$ cat config.mk
export PLATFORM = sky130hd
export DESIGN_NAME = regfile_wb_arb
export DESIGN_NICKNAME = d
export VERILOG_FILES = /design/src/rtl/regfile_wb_arb.sv
export SDC_FILE = /design/constraint.sdc
export NUM_CORES = 1
export LEC_CHECK = 0
export ABC_AREA = 1
export ABC_CLOCK_PERIOD_IN_PS = 2100
export BUFFER_PORTS_ARGS = -buffer_cell sky130_fd_sc_hd__buf_4
export CAP_MARGIN = 20
export CELL_PAD_IN_SITES_DETAIL_PLACEMENT = 1
export CELL_PAD_IN_SITES_GLOBAL_PLACEMENT = 2
export CORE_UTILIZATION = 28
export DETAILED_ROUTE_END_ITERATION = 8
export PLACE_DENSITY_LB_ADDON = 0.1
export SYNTH_ARGS = -nofsm -noshare
export SYNTH_HDL_FRONTEND = slang
export SYNTH_SLANG_ARGS = --single-unit
$ cat constraint.sdc
create_clock -name clk -period 2.1 [get_ports clk]
set_clock_uncertainty 0.1 [all_clocks]
set_input_delay 0.21 -clock clk [delete_from_list [all_inputs] [get_ports clk]]
set_output_delay 0.21 -clock clk [all_outputs]
set_load 0.1 [all_outputs]
$ cat src/rtl/regfile_wb_arb.sv
// Write-back arbiter onto register-file port 3 plus a per-register RAW busy scoreboard.
// Define WB_ARB_RR_EN for round-robin arbitration; otherwise fixed priority (index 0 highest).
module regfile_wb_arb #(
  parameter int unsigned NREQ = 3,
  parameter int unsigned DW   = 32,
  parameter int unsigned AW   = 5
) (
  input  logic                 clk,
  input  logic                 resetn,
  input  logic [NREQ-1:0]      req_valid,
  output logic [NREQ-1:0]      req_ready,
  input  logic [NREQ*AW-1:0]   req_addr,
  input  logic [NREQ*DW-1:0]   req_data,
  output logic                 we3,
  output logic [AW-1:0]        wa3,
  output logic [DW-1:0]        wd3,
  input  logic                 sb_set_valid,
  input  logic [AW-1:0]        sb_set_addr,
  input  logic [AW-1:0]        sb_q_addr1,
  input  logic [AW-1:0]        sb_q_addr2,
  output logic                 sb_busy1,
  output logic                 sb_busy2,
  output logic                 sb_err
);
  localparam int unsigned NREG = 1 << AW;
  localparam int unsigned IW   = (NREQ > 1) ? $clog2(NREQ) : 1;

  logic            live;
  logic [NREQ-1:0] gnt;
  logic [IW-1:0]   gnt_idx;
  logic            gnt_any;
  logic            xfer;
  logic [AW-1:0]   addr_a [NREQ];
  logic [DW-1:0]   data_a [NREQ];
  logic [NREG-1:0] busy;
  logic [NREG-1:0] busy_nxt;
  logic            err_nxt;

  for (genvar i = 0; i < NREQ; i++) begin : g_unpack
    assign addr_a[i] = req_addr[i*AW +: AW];
    assign data_a[i] = req_data[i*DW +: DW];
  end

  // Grants are held off during reset and on the first edge after release
  always_ff @(posedge clk or negedge resetn) begin
    if (!resetn) live <= 1'b0;
    else         live <= 1'b1;
  end

`ifdef WB_ARB_RR_EN
  logic [IW-1:0] ptr;
  logic [IW-1:0] cand;

  // Search starts at the pointer and wraps around
  always_comb begin
    gnt_any = 1'b0;
    gnt_idx = '0;
    cand    = '0;
    for (int unsigned k = 0; k < NREQ; k++) begin
      cand = IW'((32'(ptr) + k) % NREQ);
      if (!gnt_any && req_valid[cand]) begin
        gnt_any = 1'b1;
        gnt_idx = cand;
      end
    end
  end

  always_ff @(posedge clk or negedge resetn) begin
    if (!resetn)   ptr <= '0;
    else if (xfer) ptr <= (gnt_idx == IW'(NREQ-1)) ? '0 : gnt_idx + 1'b1;
  end
`else
  // Descending scan so the lowest valid index is the last one written
  always_comb begin
    gnt_any = 1'b0;
    gnt_idx = '0;
    for (int i = int'(NREQ) - 1; i >= 0; i--) begin
      if (req_valid[i]) begin
        gnt_any = 1'b1;
        gnt_idx = IW'(i);
      end
    end
  end
`endif

  always_comb begin
    gnt          = '0;
    gnt[gnt_idx] = gnt_any;
  end

  assign xfer      = gnt_any & live;
  assign req_ready = gnt & {NREQ{live}};

  // Register-file port 3; r0 writes are accepted but never enabled
  always_ff @(posedge clk or negedge resetn) begin
    if (!resetn) begin
      we3 <= 1'b0;
      wa3 <= '0;
      wd3 <= '0;
    end else if (xfer) begin
      we3 <= (addr_a[gnt_idx] != '0);
      wa3 <= addr_a[gnt_idx];
      wd3 <= data_a[gnt_idx];
    end else begin
      we3 <= 1'b0;
    end
  end

  // Commit clears, issue sets; a same-cycle set on the committing register wins
  always_comb begin
    busy_nxt = busy;
    err_nxt  = sb_err;
    if (we3) busy_nxt[wa3] = 1'b0;
    if (sb_set_valid && sb_set_addr != '0) begin
      if (busy[sb_set_addr] && !(we3 && wa3 == sb_set_addr)) err_nxt = 1'b1;
      busy_nxt[sb_set_addr] = 1'b1;
    end
  end

  always_ff @(posedge clk or negedge resetn) begin
    if (!resetn) begin
      busy   <= '0;
      sb_err <= 1'b0;
    end else begin
      busy   <= busy_nxt;
      sb_err <= err_nxt;
    end
  end

  assign sb_busy1 = busy[sb_q_addr1] & (sb_q_addr1 != '0);
  assign sb_busy2 = busy[sb_q_addr2] & (sb_q_addr2 != '0);

endmodule

==> metrics <==
Port Buffers=175; drt wl/cell=18.17 um; row count=46; chip width=131.2 um; io pins=176; clock insertion delay at the later pin of the skew report=0.34 ns; Routability Congestion=0.8427; mapped cell area=4673 sq um; outcome=finished clean; layout cells sized above 1=27.24%; fin. max-slew vios=0; Nets=966; number of clock sinks=72; Most Crowded Layer GR=met2; XOR/XNOR Fraction of Synth Area=0%; Via density=5.077; Crit Path Class=flop to primary output; gr usage total=22.94%; Max Fclk=500.7 MHz; slowest cell on the critical path=dfrtp_1; Vias=5346; cell taking the most area after synthesis=dfrtp_1; adder-cell share of the synthesized area=0%; post-place setup slack=0.3665 ns; sequential cell area=1802 sq um; Detailed Place HPWL=15280 um; initial antenna violation count=0; GRT met3 Usage=7.485%; CTS H-tree depth=3; vias in the first global route=5741; Detailed Route Iter0 Violations=208; Synthesized Nets=806; # Post-CTS Setup Buffers=0; placed insts=1038; CTS tree=built; Final WS setup=0.1030 ns; Simple-Gate Fraction of Synth Area=26.32%; worst-margin pin slew=0.5116 ns; met2 usage=38.89%; Starting Density=29.00%; worst hold-check path type=input port to flop; Overall Power=6.092 mW; Arrival @ worst endpoint=1.69 ns; crit-path max FO=3; max-cap violation count=0; Worst path max stage delay=0.42 ns; global-route wire length before repair=30990 um; synth warn=0; Die Ht=131.2 um; antenna-violating nets left=0; Die ar.=17210 sq um; final setup vio count=0; crit-path cells=inv_1, nand2_1, o211ai_1, nand2_1, nand2_1, nand2_1, inv_1, nand2_1, nand2_1, nand2_1, buf_8; routed wire length=19140 um; Peak supply drop=0.3375 mV; Post-Syn Instances=674; met1 Use GR=26.34%; Worst Path Required=1.79 ns; Clock Root Buffer=clkbuf_16; clock period minus worst slack=1.997 ns; Finished Layout Cells=1053; Compound-Gate Fraction of Synth Area=26.24%; Synth cell types=24; Synth area leaders=dfrtp_1 (39%), nand2_1 (14%), o211ai_1 (8.7%), a21oi_1 (7.9%), o21ai_0 (7.6%); power per cell area=940.0 nW/um^2; utilization after layout=40.22%; main combinational cell family by area after synthesis=simple AND/OR/NAND/NOR gates; fillcell total=2050; critical path endpoint category=primary output; clock transition at the registers of the reported paths=0.06 ns; Seq/Total Area, Yosys=38.55%; Critical Path Most Common Cell=nand2_1; # DRC=0; most frequent cells in the layout=buf_4 (182), nand2_1 (169), a21oi_1 (74); FF+latch count, synth=72; Num CTS Buffers=9; syn_area_per_cell=6.934 sq um; grt total ovfl=0; Setup Total Neg Slack=0 ns; Tcrit/Tclk final=95.10%; Diodes inserted=0; mux cell area share after synthesis=0%; Area growth syn-to-layout=38.69%; area of the core=16120 sq um; endpoints failing hold=0; startpoint types=flop; Worst slew margin=65.63%; Synth top area share=38.55%; leakage power=3.063 nW; commonest non-fill, non-tap cell in the layout=buf_4; area of the multi-input gates=2462 sq um; clk buf depth=2; DR pass1 iterations=4; largest net degree at the start of global routing=34
==> metrics by stage <==
stage	instance area [sq um]	hold WS, ns
2_1_floorplan	4676	-0.1856
3_3_place_gp	6165	0.1051
3_5_place_dp	6165	0.1028
4_1_cts	6470	0.03454
5_1_grt	6481	0.05615
6_report	6481	0.04464
==> metal layers <==
metal  part of all wire [%]  wire length, um
met5                      0                0
met4                    2.6              494
met3                    7.9             1519
met2                     48             9165
met1                     42             7957
==> state kept, by name, summed over array words and instances (netlist names) <==
signal / count
busy: 32
wd3: 32
wa3: 5
live: 1
sb_err: 1
we3: 1
==> path summary, 6_finish.rpt <==
kind                       depth (start not counted)       end  slack, ns          from
max                                               11  sb_busy2       0.10      busy[21]
min in group asynchronous                          2    wd3[3]       0.26        resetn
max reg2reg                                        4  busy[25]       0.55        wa3[1]
max in group asynchronous                          3   wd3[12]       1.08        resetn
min                                                3   wd3[22]       0.04  req_data[86]
min reg2reg                                        2    sb_err       0.41        sb_err
==> synth_stat cells <==
| master | number |
|---|---|
| or2_2 | 20 |
| a21boi_0 | 1 |
| dfrtp_1 | 72 |
| nor2_2 | 1 |
| nand2_2 | 1 |
| a21oi_1 | 74 |
| buf_4 | 7 |
| a21oi_2 | 1 |
| clkbuf_1 | 4 |
| inv_1 | 50 |
| inv_2 | 3 |
| o21ai_0 | 71 |
| nand3_1 | 32 |
| nand2_1 | 169 |
| o22ai_1 | 3 |
| or2_1 | 10 |
| conb_1 | 1 |
| o211ai_1 | 54 |
| buf_2 | 27 |
| inv_4 | 1 |
| nor3_1 | 11 |
| o21ai_1 | 12 |
| clkinv_1 | 1 |
| nor2_1 | 48 |
==> final cells by class <==
cell class              count  share of cell area (%)
clock buffers              11                   3.900
clock inverters             3                  0.6564
inverters                  55                   3.224
multi-input cells         509                   37.99
flip-flops and latches     72                   27.80
well taps                 216                   4.170
repair buffers            187                   22.26
==> where the power goes <==
group | switching [mW] | internal, mW
combinational | 1.66 | 0.726
sequential | 0.416 | 1.74
clock | 0.585 | 0.969
==> worst max-delay path: cells and delay by family, from the launching register on <==
kind                   cells  cell delay [ns]
buffers and inverters      3             0.37
AO/OA/AOI/OAI              1             0.10
flip-flops                 1             0.42
AND/OR/NAND/NOR            7             0.44
==> cells by family after synthesis <==
kind of cell,after synthesis
and+or+nand+nor,292
AOI/OAI and AO/OA,216
buffers and inverters,93
DFF,72
other,1
==> timing repair <==
item | 4_1_cts | 5_1_grt
endpoints found under the hold margin | 31 | 0
gates resized for setup | 0 | 3
hold buffers | 1 | 0
setup endpoints to repair | 0 | 2
(Power assumes the default switching activity.)
